==> src/rtl/regfile_write_queue.sv <==
// regfile_write_queue: in-order write-back buffer draining into the register file with forwarding lookup
module regfile_write_queue #(
  parameter int DATA_W = 64,
  parameter int ADDR_W = 5,
  parameter int DEPTH  = 4,
  localparam int PW = $clog2(DEPTH),
  localparam int CW = PW + 1
) (
  input  logic              clk,
  input  logic              reset,
  input  logic              in_valid,
  output logic              in_ready,
  input  logic [ADDR_W-1:0] in_wa,
  input  logic [DATA_W-1:0] in_wd,
  output logic              rf_we,
  output logic [ADDR_W-1:0] rf_wa,
  output logic [DATA_W-1:0] rf_wd,
  input  logic              rf_ready,
  input  logic [ADDR_W-1:0] fwd_ra,
  output logic              fwd_hit,
  output logic [DATA_W-1:0] fwd_data,
  output logic [CW-1:0]     count
);
  logic [ADDR_W-1:0] addr_q [DEPTH];
  logic [DATA_W-1:0] data_q [DEPTH];
  logic [PW-1:0]     head_q, head_d, tail_q, tail_d;
  logic [CW-1:0]     count_q, count_d;
  logic              push, pop;
  // accept/drain handshakes; writes to register 0 are consumed but never stored
  always_comb begin
    in_ready = count_q < CW'(DEPTH);
    rf_we    = count_q != '0;
    rf_wa    = rf_we ? addr_q[head_q] : '0;
    rf_wd    = rf_we ? data_q[head_q] : '0;
    push     = in_valid && in_ready && in_wa != '0;
    pop      = rf_we && rf_ready;
    head_d   = pop ? head_q + 1'b1 : head_q;
    tail_d   = push ? tail_q + 1'b1 : tail_q;
    count_d  = count_q + CW'(push) - CW'(pop);
    count    = count_q;
  end
  // scan oldest to youngest so the last match, closest to tail, wins
  always_comb begin
    fwd_hit  = 1'b0;
    fwd_data = '0;
    for (int i = 0; i < DEPTH; i++) begin
      if (CW'(i) < count_q && fwd_ra != '0 && addr_q[head_q + PW'(i)] == fwd_ra) begin
        fwd_hit  = 1'b1;
        fwd_data = data_q[head_q + PW'(i)];
      end
    end
  end
  // pointers, occupancy and storage; reset discards all pending writes
  always_ff @(posedge clk or posedge reset) begin
    if (reset) begin
      head_q  <= '0;
      tail_q  <= '0;
      count_q <= '0;
      for (int i = 0; i < DEPTH; i++) begin
        addr_q[i] <= '0;
        data_q[i] <= '0;
      end
    end else begin
      head_q  <= head_d;
      tail_q  <= tail_d;
      count_q <= count_d;
      if (push) begin
        addr_q[tail_q] <= in_wa;
        data_q[tail_q] <= in_wd;
      end
    end
  end
endmodule

==> config.mk <==
export PLATFORM = sky130hd
export DESIGN_NAME = regfile_write_queue
export DESIGN_NICKNAME = d
export VERILOG_FILES = /design/src/rtl/regfile_write_queue.sv
export SDC_FILE = /design/constraint.sdc
export NUM_CORES = 1
export LEC_CHECK = 0
export BUFFER_PORTS_ARGS = -buffer_cell sky130_fd_sc_hd__buf_2
export CORE_ASPECT_RATIO = 0.75
export CORE_MARGIN = 4
export CORE_UTILIZATION = 60
export CTS_CLUSTER_SIZE = 16
export DETAILED_ROUTE_END_ITERATION = 7
export PLACE_DENSITY_LB_ADDON = 0.05
export SYNTH_ARGS = -nofsm -noshare
export SYNTH_HDL_FRONTEND = slang
export SYNTH_SLANG_ARGS = --single-unit
==> constraint.sdc <==
create_clock -name clk -period 10.5 [get_ports clk]
set_input_delay 1.05 -clock clk [delete_from_list [all_inputs] [get_ports clk]]
set_output_delay 1.05 -clock clk [all_outputs]
set_load 0.01 [all_outputs]
# Yosys cells after proc, flatten, opt, wreduce, memory -nomap -nowiden
# Cells that the tools add are included.
# word_totals
regBits,283
out_inout_bits,139
wordCells,92
# classes
n_addsub,6
order_cmp,11
n_eq_ne,4
muxes,40
bitwise,5
n_reduce_logical,15
# op_table
operator,count
two-way mux 64 bit,14
binary-select mux 64 bit (select 2 bit),4
bitwise mux 256 bit,1
demux 64 bit (select 2 bit),1
two-way mux 5 bit,10
binary-select mux 5 bit (select 2 bit),4
bitwise mux 20 bit,1
== test 5 bit,4
"greater-or-equal comparator 3 bit, second input constant",5
inverter 2 -> 3 bit,5
logical AND 1 bit,12
demux 5 bit (select 2 bit),1
nonzero test 5 bit,2
"< comparator 1 x 3 -> 1 bit, first input constant",2
"< comparator 2 x 3 -> 1 bit, first input constant",2
"adder 2 x 1 -> 2 bit, second input constant",2
"adder 2 bit, second input constant",2
two-way mux 1 bit,4
adder 3 x 1 -> 3 bit,1
"< comparator 3 x 1 -> 1 bit, second input constant",1
"< comparator 3 bit, second input constant",1
nonzero test 3 bit,1
subtractor 3 x 1 -> 3 bit,1

# Logic depth before layout (Yosys ltp)
# logic_depth
word_depth,10
ltp_mapped,12
ltp_nobuf,9

# Worst setup path before layout
# OpenSTA, ideal clock, no wires.
# synth_timing
path_type,input to output
start,input fwd_ra[1]
end,output fwd_data[10]
arrival_time_ps,3168
required_ps,9450
setup_slack_ps,6282
stages,9
n_path_buf,3
path_cell_list,clkbuf_1 > or4_1 > nor2_2 > or3_1 > or2_1 > buf_2 > o211ai_2 > buf_2 > o32ai_1
# synth_between
elab_chain_len,7
elab_cells_between_ends,17
# synth_lines
element,line_no,text
start: declaration,19,"input logic [ADDR_W-1:0] fwd_ra,"
nonzero test 5 bit,47,if (CW'(i) < count_q && fwd_ra != '0 && addr_q[head_q + PW'(i)] == fwd_ra) begin
logical AND 1 bit (2 in series),47,
two-way mux 64 bit (3 in series),47,
two-way mux 64 bit (*),47,
end: declaration,21,"output logic [DATA_W-1:0] fwd_data,"
# Every way passes the cells marked *; elsewhere a longest branch is shown, timed or not.

# Worst setup path after layout
# layout_timing
start,register head_q[1]
end,output fwd_data[24]
# layout_between
elab_chain_len,10
elab_cells_between_ends,43
# layout_lines
element,line_no,text
start: declaration,26,"logic [PW-1:0] head_q, head_d, tail_q, tail_d;"
start signal: assignment,56,head_q <= '0;
start signal: assignment,64,head_q <= head_d;
adder 2 x 1 -> 2 bit or inverter 2 -> 3 bit (tied branches),"47, 49",
inverter 2 -> 3 bit (implied by the code) or binary-select mux 5 bit (select 2 bit) (tied branches),"47, 49",
binary-select mux 5 bit (select 2 bit) or two-way mux 5 bit (tied branches),47,
two-way mux 5 bit (implied by the code),47,
two-way mux 5 bit (implied by the code) or == test 5 bit (tied branches),47,
== test 5 bit or logical AND 1 bit (tied branches),47,
logical AND 1 bit or two-way mux 64 bit (tied branches),47,
two-way mux 64 bit (2 in series),47,
two-way mux 64 bit (*),47,
# Every way passes the cells marked *; elsewhere a longest branch is shown, timed or not. The select of a mux whose other input is x is not followed.

==> flow_metrics.py <==
metrics = {
    "drt": {
        "route.detailed.drc": 0,
        "drt_first_pass_iters": 5,
        "post_drt_wl_per_cell_um": 22.0,
        "drt_iter0_markers": 1331,
        "drt-total-wl_mm": 54.9,
        "ant_nets": 0,
        "vias_per_cell": 6.53,
        "dr_total_vias": 16300,
    },
    "global_routing": {
        "top_usage_layer": "met2",
        "grt_max_degree": 134,
        "grt_pass1_wl_mm": 88.0,
        "gr-total-overflow": 0,
        "grt_use_total": 0.284,
        "antenna_found_initial": 5,
        "grt_pass1_vias": 16100,
        "grtUsageMet1": 0.398,
        "grt_use_met2": 0.461,
        "grt_util_met3": 0.0493,
    },
    "clocking": {
        "hold_buffers": 0,
        "cts_root_buffer": "clkbuf_16",
        "clk_latency_ns": 0.58,
        "clock_sinks": 283,
        "cts-htree-levels": 1,
        "cts_resized": 0,
        "cts_buffers": 31,
        "cts_tree": "yes",
        "cts_setup_buffers": 0,
        "clockBufferDepth": 3,
        "clkTransAtPathRegs_ns": 0.06,
    },
    "logic_synthesis": {
        "ys.flop_type": "dfrtp_1",
        "syn_area_mm2": 0.0205,
        "synth-async-reset-ratio": 1.00,
        "yosysWarnings": 0,
        "synth_edf_count": 0,
        "syn_inst": 1944,
        "synth_top_area_share": 0.345,
        "synth_common_cells": "mux2_2, dfrtp_1, nand2_1",
        "synth_area_leaders": "dfrtp_1, mux2_2, mux2i_1, a311oi_1, nand2_1",
        "syn_nets": 2031,
        "synth.yosys.seq_area_share": 0.345,
        "synth.most_common_cell": "mux2_2",
        "synth_seq_cells": 283,
        "yosysTopAreaCell": "dfrtp_1",
        "syn_avg_cell_area_um2": 10.6,
        "ys_types": 36,
    },
    "power": {
        "p_per_area_mw_per_mm2": 384,
        "combPwrFrac": 0.618,
        "seq_power_share": 0.249,
        "p_leak_nw": 9.71,
        "switchingPower_mw": 3.80,
        "p_int_mw": 4.85,
        "p_sw_frac": 0.439,
        "worst_ir_drop_vdd_mv": 0.310,
        "p_clk_frac": 0.133,
    },
    "worst_setup_path": {
        "ff2ff_path_depth": 9,
        "critPathRequiredTime_ns": 9.45,
        "cp-end-kind": "primary output",
        "r2r-start": "count[0]",
        "path_max_fanout": 74,
        "timing.rr.end": "count[2]",
        "critPathKind": "flop to primary output",
        "worst_setup_path_start_kind": "flop",
        "regToRegSetupSlack_ns": 7.57,
        "cp.arrival_ns": 5.28,
    },
    "cells_and_area": {
        "synthToLayoutAreaGrowth_pct": 9.85,
        "drive_gt1_frac": 0.390,
        "fin_nets": 2102,
    },
    "sta": {
        "finalMaxSlewViolations": 0,
        "finalSetupTns_ns": 0,
        "tightest_slew_ns": 1.03,
        "setup_viol": 0,
        "timing.fmax_mhz": 158,
        "fin_crit_sh": 0.603,
        "hold_viol_final": 0,
        "fin_skew_ns": 0.0202,
        "fin_crit_ns": 6.33,
        "rsz0062_at_grt": "false",
        "hold-worst-slack_ns": 0.523,
        "relSlewSlack": 0.314,
    },
    "floorplan": {
        "start_util": 0.610,
        "io_pins": 217,
        "die_area_mm2": 0.0373,
        "die_y_um": 168,
        "die_x_um": 222,
        "rows": 58,
        "coreArea_mm2": 0.0337,
    },
    "place": {
        "gp_congestion": 0.798,
        "dp_hpwl_mm": 32.7,
        "portBuffers": 216,
    },
    "outcome": {
        "outcome": "finished clean",
    },
    "flow_run": {
        "cap_violations": 0,
    },
    "hold_path": {
        "hold_path_class": "primary input to asynchronous set/reset pin",
    },
}
## placed cells by master (no fill, tap or decap), types with 20 or more instances in the layout
cell type	count
mux2_2	468
dfrtp_1	281
buf_2	216
nand2_1	194
mux2i_1	192
a311oi_1	128
and2_1	70
nor2_1	66
nor3_1	64
nor3b_1	64
o32ai_1	64
and3_1	64
clkbuf_16	31
buf_4	22
mux4_2	20
## sequential cells by signal, summed over array words and instances (netlist names)
| name | count |
|---|---|
| data_q | 256 |
| head_q | 2 |
| addr_q | 20 |
| count | 3 |
| tail_q | 2 |
## power by group through the flow
stage               Sequential [mW]  Clock (mW)  Combinational (mW)
global placement               2.12           0                5.20
floorplan                      1.94           0                4.11
finish                         2.15        1.15                5.35
detailed placement             2.16           0                5.29
global route                   2.24        1.22                5.81
CTS                            2.14        1.17                5.33
## per-layer routing
metal | part of all wire | routed length (µm)
met1 | 0.45 | 24500
met2 | 0.46 | 25100
met3 | 0.070 | 3850
met4 | 0.025 | 1390
met5 | 0.00062 | 34
## area by class of cell
| class | instances | area, µm² |
|---|---|---|
| tap | 450 | 563 |
| fill | 2694 | 11100 |
| antenna | 3 | 7.51 |
| inverter | 11 | 56.3 |
| multi-input combinational | 1449 | 12500 |
| sequential | 283 | 7090 |
| clock inverter | 13 | 175 |
| timing repair buffer | 239 | 1270 |
| clock buffer | 44 | 905 |
## worst max-delay path, cell delays in order, from the launching register on
cell and delay, ns:
dfrtp_4 0.98, mux4_2 0.61, xor2_1 0.14, or3_4 0.57, or2_4 0.75, buf_4 0.83, a311oi_1 0.20, o32ai_1 0.32
buf_2 0.24
## cell families after synthesis
logic type | Yosys count | synth area share
multiplexers | 680 | 0.372
AND/OR/NAND/NOR | 539 | 0.133
flip-flops | 283 | 0.345
buffers and inverters | 212 | 0.0492
AO/OA/AOI/OAI | 197 | 0.0853
XOR/XNOR | 24 | 0.0102
adder cells (fa/ha/maj) | 9 | 0.00585
## worst max-delay path by stage
stage / startpoint / to / slack, ns / depth (start not counted)
detailed placement: fwd_ra[1] / fwd_data[24] / 4.50 / 9
floorplan: reset / addr_q[0] / 1.64 / 1
CTS: head_q[1] / fwd_data[24] / 4.23 / 8
global route: head_q[1] / fwd_data[24] / 3.97 / 8
finish: head_q[1] / fwd_data[24] / 4.17 / 8
global placement: fwd_ra[1] / fwd_data[18] / 4.50 / 10
## through the flow
| step | setup WS (ns) | std cells | instance area [µm²] | util | power, mW |
|---|---|---|---|---|---|
| after floorplan | 1.64 | 1944 | 20500 | - | 6.05 |
| after global routing | 3.97 | 2491 | 22600 | 0.670 | 9.27 |
| final | 4.17 | 2492 | 22600 | 0.670 | 8.66 |
| after global placement | 4.50 | 2432 | 21500 | 0.638 | 7.31 |
| after CTS | 4.23 | 2489 | 22600 | 0.670 | 8.64 |
| after detailed placement | 4.50 | 2432 | 21500 | 0.638 | 7.45 |
Power figures use the tool's default switching activity.
